<file path="src/rtl/mips_ctrl_pkg.sv">
// Shared encodings for the multi-cycle MIPS control FSM: opcodes, states, select codes
// and the packed control bundle that the decoder hands to the top.
package mips_ctrl_pkg;

    localparam logic [5:0] OP_RTYPE = 6'b000000;
    localparam logic [5:0] OP_LW    = 6'b100011;
    localparam logic [5:0] OP_SW    = 6'b101011;
    localparam logic [5:0] OP_BEQ   = 6'b000100;
    localparam logic [5:0] OP_J     = 6'b000010;
    localparam logic [5:0] OP_ADDI  = 6'b001000;
    localparam logic [5:0] OP_ANDI  = 6'b001100;
    localparam logic [5:0] OP_ORI   = 6'b001101;
    localparam logic [5:0] OP_XORI  = 6'b001110;
    localparam logic [5:0] OP_LUI   = 6'b001111;

    typedef enum logic [3:0] {
        S_FETCH     = 4'd0,
        S_DECODE    = 4'd1,
        S_MEM_ADDR  = 4'd2,
        S_MEM_READ  = 4'd3,
        S_MEM_WB    = 4'd4,
        S_MEM_WRITE = 4'd5,
        S_R_EXEC    = 4'd6,
        S_R_WB      = 4'd7,
        S_BRANCH    = 4'd8,
        S_JUMP      = 4'd9,
        S_I_EXEC    = 4'd10,
        S_I_WB      = 4'd11,
        S_TRAP      = 4'd12
    } state_t;

    localparam logic [1:0] ALUOP_ADD   = 2'b00;
    localparam logic [1:0] ALUOP_SUB   = 2'b01;
    localparam logic [1:0] ALUOP_RTYPE = 2'b10;
    localparam logic [1:0] ALUOP_ITYPE = 2'b11;

    localparam logic [1:0] SRCB_REG    = 2'b00;
    localparam logic [1:0] SRCB_FOUR   = 2'b01;
    localparam logic [1:0] SRCB_IMM    = 2'b10;
    localparam logic [1:0] SRCB_BRANCH = 2'b11;

    localparam logic [1:0] PCSRC_ALU    = 2'b00;
    localparam logic [1:0] PCSRC_ALUOUT = 2'b01;
    localparam logic [1:0] PCSRC_JUMP   = 2'b10;

    typedef struct packed {
        logic       mem_req;
        logic       mem_we;
        logic       i_or_d;
        logic       ir_write;
        logic       pc_write;
        logic       pc_write_cond;
        logic [1:0] pc_source;
        logic       alu_src_a;
        logic [1:0] alu_src_b;
        logic [1:0] alu_op;
        logic [5:0] alu_funct;
        logic       imm_zero_ext;
        logic       reg_write;
        logic       reg_dst;
        logic       mem_to_reg;
        logic       instr_done;
        logic       illegal_op;
    } ctrl_t;

    function automatic state_t decode_target(input logic [5:0] op);
        case (op)
            OP_LW, OP_SW:                               return S_MEM_ADDR;
            OP_RTYPE:                                   return S_R_EXEC;
            OP_BEQ:                                     return S_BRANCH;
            OP_J:                                       return S_JUMP;
            OP_ADDI, OP_ANDI, OP_ORI, OP_XORI, OP_LUI:  return S_I_EXEC;
            default:                                    return S_TRAP;
        endcase
    endfunction

endpackage

</file>
<file path="src/rtl/mips_ctrl_decode.sv">
// Purpose: combinational map from FSM state (plus opcode/funct/mem_ready) to the control bundle.
// Latency: zero cycles, pure combinational.
// Backpressure: mem_ready only gates the FETCH and MEM_WRITE completion strobes.
module mips_ctrl_decode
    import mips_ctrl_pkg::*;
(
    input  logic [3:0] state,
    input  logic [5:0] opcode,
    input  logic [5:0] funct,
    input  logic       mem_ready,
    output ctrl_t      ctrl
);

    always_comb begin
        ctrl = '0;
        case (state)
            S_FETCH: begin
                ctrl.mem_req   = 1'b1;
                ctrl.alu_src_b = SRCB_FOUR;
                ctrl.alu_op    = ALUOP_ADD;
                ctrl.pc_source = PCSRC_ALU;
                if (mem_ready) begin
                    ctrl.ir_write = 1'b1;
                    ctrl.pc_write = 1'b1;
                end
            end
            S_DECODE: begin
                ctrl.alu_src_b = SRCB_BRANCH;
                ctrl.alu_op    = ALUOP_ADD;
            end
            S_MEM_ADDR: begin
                ctrl.alu_src_a = 1'b1;
                ctrl.alu_src_b = SRCB_IMM;
                ctrl.alu_op    = ALUOP_ADD;
            end
            S_MEM_READ: begin
                ctrl.mem_req = 1'b1;
                ctrl.i_or_d  = 1'b1;
            end
            S_MEM_WB: begin
                ctrl.reg_write  = 1'b1;
                ctrl.mem_to_reg = 1'b1;
                ctrl.instr_done = 1'b1;
            end
            S_MEM_WRITE: begin
                ctrl.mem_req    = 1'b1;
                ctrl.mem_we     = 1'b1;
                ctrl.i_or_d     = 1'b1;
                ctrl.instr_done = mem_ready;
            end
            S_R_EXEC: begin
                ctrl.alu_src_a = 1'b1;
                ctrl.alu_src_b = SRCB_REG;
                ctrl.alu_op    = ALUOP_RTYPE;
                ctrl.alu_funct = funct;
            end
            S_R_WB: begin
                ctrl.reg_write  = 1'b1;
                ctrl.reg_dst    = 1'b1;
                ctrl.instr_done = 1'b1;
            end
            S_BRANCH: begin
                ctrl.alu_src_a     = 1'b1;
                ctrl.alu_src_b     = SRCB_REG;
                ctrl.alu_op        = ALUOP_SUB;
                ctrl.pc_write_cond = 1'b1;
                ctrl.pc_source     = PCSRC_ALUOUT;
                ctrl.instr_done    = 1'b1;
            end
            S_JUMP: begin
                ctrl.pc_write   = 1'b1;
                ctrl.pc_source  = PCSRC_JUMP;
                ctrl.instr_done = 1'b1;
            end
            S_I_EXEC: begin
                // The ALU control decoder matches I-type opcodes on its function input.
                ctrl.alu_src_a    = 1'b1;
                ctrl.alu_src_b    = SRCB_IMM;
                ctrl.alu_op       = ALUOP_ITYPE;
                ctrl.alu_funct    = opcode;
                ctrl.imm_zero_ext = (opcode == OP_ANDI) || (opcode == OP_ORI) || (opcode == OP_XORI);
            end
            S_I_WB: begin
                ctrl.reg_write  = 1'b1;
                ctrl.instr_done = 1'b1;
            end
            S_TRAP: begin
                ctrl.illegal_op = 1'b1;
                ctrl.instr_done = 1'b1;
            end
            default: ctrl = '0;
        endcase
    end

endmodule

</file>
<file path="src/rtl/mips_multicycle_control.sv">
// Purpose: main control FSM of the multi-cycle MIPS datapath; state register, sequencing, reset gating.
// Latency: R/I/sw 4 cycles, lw 5, beq/j/illegal 3, plus one per memory cycle without mem_ready.
// Backpressure: FETCH, MEM_READ and MEM_WRITE hold with mem_req asserted until mem_ready.
module mips_multicycle_control
    import mips_ctrl_pkg::*;
#(
    parameter logic [3:0] RESET_STATE = 4'd0
) (
    input  logic       clk,
    input  logic       reset,
    input  logic [5:0] opcode,
    input  logic [5:0] funct,
    input  logic       mem_ready,
    output logic       mem_req,
    output logic       mem_we,
    output logic       i_or_d,
    output logic       ir_write,
    output logic       pc_write,
    output logic       pc_write_cond,
    output logic [1:0] pc_source,
    output logic       alu_src_a,
    output logic [1:0] alu_src_b,
    output logic [1:0] alu_op,
    output logic [5:0] alu_funct,
    output logic       imm_zero_ext,
    output logic       reg_write,
    output logic       reg_dst,
    output logic       mem_to_reg,
    output logic       instr_done,
    output logic       illegal_op,
    output logic [3:0] state
);

    state_t state_q;
    state_t state_d;
    ctrl_t  ctrl;

    always_ff @(posedge clk) begin
        if (reset) begin
            state_q <= state_t'(RESET_STATE);
        end else begin
            state_q <= state_d;
        end
    end

    always_comb begin
        state_d = S_FETCH;
        case (state_q)
            S_FETCH:     state_d = mem_ready ? S_DECODE : S_FETCH;
            S_DECODE:    state_d = decode_target(opcode);
            S_MEM_ADDR:  state_d = (opcode == OP_SW) ? S_MEM_WRITE : S_MEM_READ;
            S_MEM_READ:  state_d = mem_ready ? S_MEM_WB : S_MEM_READ;
            S_MEM_WRITE: state_d = mem_ready ? S_FETCH : S_MEM_WRITE;
            S_R_EXEC:    state_d = S_R_WB;
            S_I_EXEC:    state_d = S_I_WB;
            default:     state_d = S_FETCH;
        endcase
    end

    mips_ctrl_decode u_decode (
        .state     (state_q),
        .opcode    (opcode),
        .funct     (funct),
        .mem_ready (mem_ready),
        .ctrl      (ctrl)
    );

    // Reset kills every enable combinationally so an in-flight access is abandoned in the same cycle.
    assign mem_req       = ctrl.mem_req       & ~reset;
    assign mem_we        = ctrl.mem_we        & ~reset;
    assign ir_write      = ctrl.ir_write      & ~reset;
    assign pc_write      = ctrl.pc_write      & ~reset;
    assign pc_write_cond = ctrl.pc_write_cond & ~reset;
    assign reg_write     = ctrl.reg_write     & ~reset;
    assign instr_done    = ctrl.instr_done    & ~reset;
    assign illegal_op    = ctrl.illegal_op    & ~reset;

    assign i_or_d       = ctrl.i_or_d;
    assign pc_source    = ctrl.pc_source;
    assign alu_src_a    = ctrl.alu_src_a;
    assign alu_src_b    = ctrl.alu_src_b;
    assign alu_op       = ctrl.alu_op;
    assign alu_funct    = ctrl.alu_funct;
    assign imm_zero_ext = ctrl.imm_zero_ext;
    assign reg_dst      = ctrl.reg_dst;
    assign mem_to_reg   = ctrl.mem_to_reg;
    assign state        = state_q;

endmodule

</file>
<file path="config.mk">
export PLATFORM = sky130hd
export DESIGN_NAME = mips_multicycle_control
export DESIGN_NICKNAME = d
export VERILOG_FILES = /design/src/rtl/mips_ctrl_pkg.sv /design/src/rtl/mips_ctrl_decode.sv /design/src/rtl/mips_multicycle_control.sv
export SDC_FILE = /design/constraint.sdc
export NUM_CORES = 1
export LEC_CHECK = 0
export BUFFER_PORTS_ARGS = -buffer_cell sky130_fd_sc_hd__buf_4
export CAP_MARGIN = 20
export CORE_MARGIN = 2
export CORE_UTILIZATION = 47
export CTS_BUF_LIST = sky130_fd_sc_hd__clkbuf_2
export DETAILED_ROUTE_END_ITERATION = 7
export PLACE_DENSITY = 0.87
export SLEW_MARGIN = 20
export SYNTH_ARGS = -nofsm -noshare
export SYNTH_HDL_FRONTEND = slang
export SYNTH_SLANG_ARGS = --single-unit
</file>
<file path="constraint.sdc">
create_clock -name clk -period 3.37 [get_ports clk]
set_clock_uncertainty 0.15 [all_clocks]
set_input_delay 0 -clock clk [delete_from_list [all_inputs] [get_ports clk]]
set_output_delay 0 -clock clk [all_outputs]
set_load 0.05 [all_outputs]
</file>
## Yosys cells after proc, flatten, opt, wreduce, memory -nomap -nowiden

Cells that the tools add are included.

- Memories: 0
- Latch bits: 0
- Input port bits: 15
- Bits in read-only memories: 0
- Register bits: 4
- Output and inout bits: 29
- RAM bits: 0

- Div/mod/pow operators: 0
- Multipliers: 0
- Muxes and demuxes: 23
- Equal/unequal tests: 21
- Bitwise operators: 9
- Shifts and indexed selects: 0
- $add $sub $neg: 0
- Reduce and logical (&&, ||, !) cells: 11
- Magnitude comparators: 0

Operators with widths:

| cell | count |
|---|---|
| $eq A6 B4 Y1 const B | 5 |
| $pmux W4 S7 | 1 |
| $pmux W4 S6 | 1 |
| $eq A4 B4 Y1 const B | 5 |
| $pmux W4 S5 | 1 |
| $eq A4 B3 Y1 const B | 4 |
| $eq A6 B6 Y1 const B | 2 |
| $mux W1 | 12 |
| $pmux W6 S2 | 1 |
| $mux W3 | 3 |
| $and A1 B1 Y1 | 8 |
| $eq A4 B2 Y1 const B | 2 |
| $eq A6 B2 Y1 const B | 1 |
| $eq A6 B3 Y1 const B | 1 |
| $logic_not A6 Y1 | 1 |
| $reduce_or A3 Y1 | 2 |
| $reduce_or A6 Y1 | 1 |
| $reduce_or A5 Y1 | 1 |
| $eq A4 B1 Y1 const B | 1 |
| $logic_not A4 Y1 | 1 |
| $pmux W1 S2 | 2 |
| $pmux W2 S2 | 1 |
| $reduce_or A2 Y1 | 2 |
| $reduce_or A4 Y1 | 1 |
| other kinds (3) | 4 |

## Depth between registers and ports, before layout

Gate-level depths: netlist of run 1.

- Depth in word-level cells: 4
- Mapped depth: 6

## Hierarchy

From an unflattened synthesis of run 1, not the netlist that was laid out.

- Cell total of the unflattened synthesis: 129
- Area, all modules: 858.3 um^2

Modules (own cells, without submodules):

| module | cells an instance | sequential area each (um^2) | area each (um^2) | times used |
|---|---|---|---|---|
| mips_multicycle_control | 68 | 80.1 | 451.7 | 1 |
| mips_ctrl_decode | 61 | 0.0 | 406.6 | 1 |

## Least setup slack after synthesis of run 1

OpenSTA, ideal clock, no wires.

- Kind: reg2out
- Start point: register state_q[1], in the netlist state[1]
- End point: output imm_zero_ext
- Data required time: 3.220 ns
- Data arrival time: 3.449 ns
- Slack: -0.229 ns
- Stages on the path, launching flop included: 4
- Path buffers: 1
- Path through: dfxtp_1 -> buf_2 -> nand2b_1 -> a2111oi_0

- Longest elaborated chain between the ends: 2

RTL lines:

| what | RTL line | source |
|---|---|---|
| start, declared | mips_multicycle_control.sv:34 | `state_t state_q;` |
| start signal, assigned | mips_multicycle_control.sv:40 | `state_q <= state_t'(RESET_STATE);` |
| start signal, assigned | mips_multicycle_control.sv:42 | `state_q <= state_d;` |
| $eq A4 B4 Y1 | mips_ctrl_decode.sv:16 | `case (state)` |
| $mux W1 | mips_ctrl_decode.sv:16 |  |
| end, declared | mips_multicycle_control.sv:25 | `output logic imm_zero_ext,` |

No other way between the ends.

## Worst setup path after layout of run 1

Ends and elaborated chain as after synthesis.

==> results of run 1 <==
kinds of logic (layout without fill, tap and decap cells):
family	count (synthesis)	count (layout)	synth area share (%)
simple gates	62	62	46.7
compound gates	33	33	33.6
buf+inv	11	48	7.00
flops	4	4	11.5
xor+xnor	1	1	1.26
worst max-delay path, cell delays in order (launching register included):
cell	delay (ns)
dfxtp_1	0.66
nand2b_1	0.37
a2111oi_1	0.49
buf_4	0.27
final cells by class:
type | count | area, um^2 | share of cell area [%]
clock buffers | 3 | 15.0 | 1.46
multi-input cells | 96 | 569 | 55.5
flip-flops and latches | 4 | 80.1 | 7.80
well taps | 15 | 18.8 | 1.83
repair buffers | 45 | 343 | 33.4
report_power, final:
part | internal (mW) | switching [mW] | leakage [nW] | total [mW]
Sequential | 0.0632 | 0.0772 | 0.0327 | 0.140
Clock | 0.0239 | 0.0223 | 0.0125 | 0.0462
Combinational | 0.210 | 0.410 | 0.409 | 0.620
Total | 0.297 | 0.509 | 0.454 | 0.807
per-layer routing:
layer	GRT usage, %	wire length, um	up-vias	share of wire (%)
met4	3.75	5	0	0.22
met3	5.17	143	2	6.3
met1	32.8	958	448	42
li1	-	-	486	-
met2	42.5	1170	37	51
met5	0	0	-	0
cell usage in the layout (no fill, tap or decap), types with 3 or more instances in the layout:
| master | netlist | routed |
|---|---|---|
| clkbuf_2 | 0 | 3 |
| nor2_1 | 19 | 19 |
| a21oi_1 | 8 | 8 |
| and3_1 | 5 | 5 |
| nor4_1 | 3 | 3 |
| a22oi_1 | 7 | 7 |
| buf_4 | 0 | 43 |
| nor2b_1 | 8 | 8 |
| nand2b_1 | 7 | 7 |
| nand2_1 | 3 | 3 |
| nor3_1 | 10 | 10 |
| dfxtp_1 | 4 | 4 |
metrics by stage:
stage | util, % | power (mW) | setup slack (ns)
after floorplan | - | 0.603 | 0.434
after global placement | 73.4 | 0.744 | 1.56
after detailed placement | 73.4 | 0.753 | 1.46
after CTS | 76.0 | 0.801 | 1.23
after global routing | 76.0 | 0.857 | 1.09
final | 76.0 | 0.807 | 1.19
path summary, 6_finish.rpt:
check	from	end	slack (ns)	cells past startpoint
min reg2reg	state[2]$_SDFF_PP0_	state[3]$_SDFF_PP0_	0.69	1
min	opcode[4]	state[2]$_SDFF_PP0_	0.02	3
max reg2reg	state[0]$_SDFF_PP0_	state[2]$_SDFF_PP0_	1.50	4
max	state[1]$_SDFF_PP0_	imm_zero_ext	1.19	3
==> impl_metrics.env, run 1 <==
export IMPL_critical_path_max_fanout=18
export IMPL_synthFlopType="dfxtp_1"
export IMPL_hold_path_class="in -> reg"
export IMPL_drive_gt1_share_pct=33.1
export IMPL_grt_pass1_wl_um=3610
export IMPL_num_antenna_cells=0
export IMPL_avgViaCountPerCell=5.97
export IMPL_hold_buffers=2
export IMPL_netlist_area_um2=697
export IMPL_placementRows=13
export IMPL_fmax_ghz=0.459
export IMPL_cts_max_level=1
export IMPL_fin_setup_tns_ns=0
export IMPL_synth_seq_cells=4
export IMPL_timing_slew_headroom_pct=52.4
export IMPL_gp_congestion=0.870
export IMPL_grt_util_all_layers_pct=25.0
export IMPL_syn2layout_area_growth_pct=47.2
export IMPL_maxCapViolations=0
export IMPL_timing_hold_ws_ns=0.0174
export IMPL_ir_drop_mv=0.431
export IMPL_ant_nets=0
export IMPL_cts_buffers_inserted=3
export IMPL_wl_um=2280
export IMPL_post_cts_setup_buffer_count=0
export IMPL_synth_fp_nets=126
export IMPL_setup_viol=0
export IMPL_fp_dieW_um=42.5
export IMPL_portBuffers=43
export IMPL_synth_edf_count=0
export IMPL_ctsRootBufferMaster="clkbuf_2"
export IMPL_stdcell_count=163
export IMPL_cts_tree="done"
export IMPL_die_height_um=42.5
export IMPL_clock_sinks=4
export IMPL_initial_core_util_pct=51.6
export IMPL_insertion_delay_ns=0.23
export IMPL_avgSynthCellArea_um2=6.28
export IMPL_fillCellCount=120
export IMPL_grt_pass1_vias=805
export IMPL_wl_per_cell_um=14.0
export IMPL_hpwl_um=1650
export IMPL_layout_min_cycle_time_ns=2.18
export IMPL_p_leak_nw=0.454
export IMPL_crit_path_end_kind="output port"
export IMPL_worstMarginPinSlew_ns=0.714
export IMPL_gr_total_overflow=0
export IMPL_finalHoldViolCount=0
export IMPL_cts_reportedPaths_clkPinSlew_ns=0.05
export IMPL_synthTopCellsByArea="dfxtp_1 11%, nor2_1 10%, a22oi_1 7.5%, nor2b_1 7.2%, nor3_1 7.2%"
export IMPL_cp_data_required_time_ns=3.22
export IMPL_final_area_mm2=0.00103
export IMPL_first_pass_iters=4
export IMPL_cts_resized=0
export IMPL_setup_worst_path_start_class="register"
export IMPL_rsz0062_at_grt="false"
export IMPL_synth_top_area_share_pct=11.5
export IMPL_status="finished clean"
export IMPL_ys_seq_area_share_pct=11.5
export IMPL_grt_max_degree=24
export IMPL_synth_most_common_cell="nor2_1"
export IMPL_clockBufferDepth=2
export IMPL_cp_data_arrival_time_ns=2.03
export IMPL_drc_errors=0
export IMPL_finalCritPeriodShare_pct=64.6
export IMPL_final_nets=165
export IMPL_yosysWarnings=0
export IMPL_synth_cell_types=34
export IMPL_synth_common_cells="19 x nor2_1, 10 x nor3_1, 8 x a21oi_1, 8 x nor2b_1"
export IMPL_yosys_area_top_type="dfxtp_1"
export IMPL_syn_inst=111
export IMPL_slew_violations=0
export IMPL_vias=973
export IMPL_antenna_found_initial=0
export IMPL_dieArea_mm2=0.00181
export IMPL_power_density_mw_per_mm2=786
export IMPL_core_mm2=0.00135
export IMPL_dp_cells=158
export IMPL_place_area_um2=991
export IMPL_largest_reg_flops=4
export IMPL_drtIter0Drc=22
export IMPL_io_pins=44
export IMPL_async_reset_ff_share_pct=0
export IMPL_setup_worst_path_class="reg -> out"
Note: power is estimated with default switching activity, not from simulation.
==> run 2, diff against run 1 <==
Settings changed: CORE_UTILIZATION 47 to 44, PLACE_DENSITY 0.87 to 0.82.
Clock period 3.37 ns to 2.2 ns, I/O delays scaled along.
==> run 2 against run 1 <==
Setup slack lost 0.90 ns. Via count grew 2.3%. Critical path depth grew 1. First-iteration DRC count grew 36%. Combinational power grew 76%. Utilization shrank 0.70 points. Clock power grew 53%. Cell count grew 3.7%. Die area grew 6.2%. Design area grew 9.3%. Sequential cell count is the same. Register-to-register slack lost 0.98 ns. Largest cell class unchanged. Highest routed layer unchanged.
==> impl_metrics.env, run 2 (synthesis results as in run 1) <==
export IMPL_fmax_ghz=0.525
export IMPL_timing_slew_headroom_pct=70.6
export IMPL_cts_max_level=1
export IMPL_setup_worst_path_class="reg -> out"
export IMPL_portBuffers=43
export IMPL_cp_data_arrival_time_ns=1.76
export IMPL_stdcell_count=169
export IMPL_place_area_mm2=0.00109
export IMPL_rsz0062_at_grt="false"
export IMPL_die_height_um=43.8
export IMPL_p_leak_nw=0.486
export IMPL_timing_hold_ws_ns=0.0131
export IMPL_post_cts_setup_buffer_count=0
export IMPL_drtIter0Drc=30
export IMPL_drive_gt1_share_pct=43.1
export IMPL_finalHoldViolCount=0
export IMPL_ant_nets=0
export IMPL_dp_cells=164
export IMPL_largest_reg_flops=4
export IMPL_cts_buffers_inserted=3
export IMPL_syn2layout_area_growth_pct=60.9
export IMPL_cp_data_required_time_ns=2.05
export IMPL_power_density_mw_per_mm2=1180
export IMPL_slew_violations=0
export IMPL_drc_errors=0
export IMPL_gp_congestion=0.946
export IMPL_wl_um=2440
export IMPL_clockBufferDepth=2
export IMPL_layout_commonest_cell="buf_4"
export IMPL_clock_sinks=4
export IMPL_critical_path_max_fanout=12
export IMPL_worstMarginPinSlew_ns=0.441
export IMPL_final_area_mm2=0.00112
export IMPL_io_pins=44
export IMPL_insertion_delay_ns=0.22
export IMPL_worst_slack_ns=0.294
export IMPL_totalPowerFinal_mw=1.32
export IMPL_ir_drop_mv=0.765
export IMPL_cts_tree="done"
export IMPL_setup_worst_path_start_class="register"
export IMPL_first_pass_iters=6
export IMPL_cts_reportedPaths_clkPinSlew_ns=0.05
export IMPL_vias=995
export IMPL_layout_min_cycle_time_ns=1.91
export IMPL_setup_viol=0
export IMPL_fp_dieW_um=43.8
export IMPL_final_nets=170
export IMPL_grt_util_all_layers_pct=26.2
export IMPL_grt_pass1_wl_um=3900
export IMPL_dp_slack_ns=0.549
export IMPL_crit_path_end_kind="output port"
export IMPL_fin_setup_tns_ns=0
export IMPL_hpwl_um=1820
export IMPL_ctsRootBufferMaster="clkbuf_2"
export IMPL_grt_max_degree=15
export IMPL_grt_pass1_vias=860
export IMPL_fin_util_pct=75.3
export IMPL_placementRows=14
export IMPL_gr_total_overflow=0
export IMPL_core_mm2=0.00149
export IMPL_avgViaCountPerCell=5.89
export IMPL_hold_path_class="in -> reg"
export IMPL_final_cell_mix="48 x buf_4, 13 x nor2_1, 8 x nor2b_1, 8 x nor3_1, 8 x a21oi_1"
export IMPL_maxCapViolations=0
export IMPL_num_antenna_cells=0
export IMPL_initial_core_util_pct=46.8
export IMPL_dieArea_mm2=0.00192
export IMPL_antenna_found_initial=0
export IMPL_wl_per_cell_um=14.4
export IMPL_status="finished clean"
export IMPL_finalCritPeriodShare_pct=86.7
## run 2: cell types whose count changed in the layout (fill, tap and decap cells not counted)
cell | previous run | this run
nor2_1 | 19 | 13
nor3_2 | 1 | 3
a2111oi_2 | 0 | 1
nor4_1 | 3 | 1
nor4_4 | 0 | 1
nor3_1 | 10 | 8
nor3b_1 | 1 | 0
nor4_2 | 0 | 1
nor3b_2 | 0 | 1
nor2_2 | 0 | 6
buf_4 | 43 | 48
a2111oi_1 | 1 | 0
## run 2: layer usage
layer,vias up,track usage (%),share of wire (%)
met4,0,10.9,1.3
met2,41,44.1,50
met3,6,2.92,5.8
met1,453,33.5,43
met5,-,0,0
li1,495,-,-
## run 2: final cells by class
class / instances / area [um^2]
sequential: 4 / 80.1
tap: 16 / 20.0
clock buffer: 3 / 15.0
fill: 124 / 368
multi-input combinational: 96 / 626
timing repair buffer: 50 / 380
## run 2: final timing paths
path                       start                   to  slack (ns)  cells after the start
min                    opcode[4]  state[1]$_SDFF_PP0_        0.01                      4
min reg2reg  state[2]$_SDFF_PP0_  state[3]$_SDFF_PP0_        0.55                      1
max reg2reg  state[0]$_SDFF_PP0_  state[2]$_SDFF_PP0_        0.52                      4
max          state[0]$_SDFF_PP0_         imm_zero_ext        0.29                      4
## run 2: timing repair
action	4_1_cts	5_1_grt
endpoints found under the hold margin	2	0
gates resized for setup	0	0
hold buffers	2	0
## run 2: power by group
| group | internal (mW) | switching (mW) | total (mW) |
|---|---|---|---|
| clock network | 0.0367 | 0.0339 | 0.0706 |
| registers | 0.0968 | 0.0673 | 0.164 |
| logic | 0.361 | 0.728 | 1.09 |
| total | 0.495 | 0.830 | 1.32 |
## run 2: critical path, cell delays in order, from the launching register on
cell	delay (ns)
dfxtp_1	0.41
nand2b_1	0.28
buf_4	0.22
a2111oi_2	0.36
buf_4	0.26
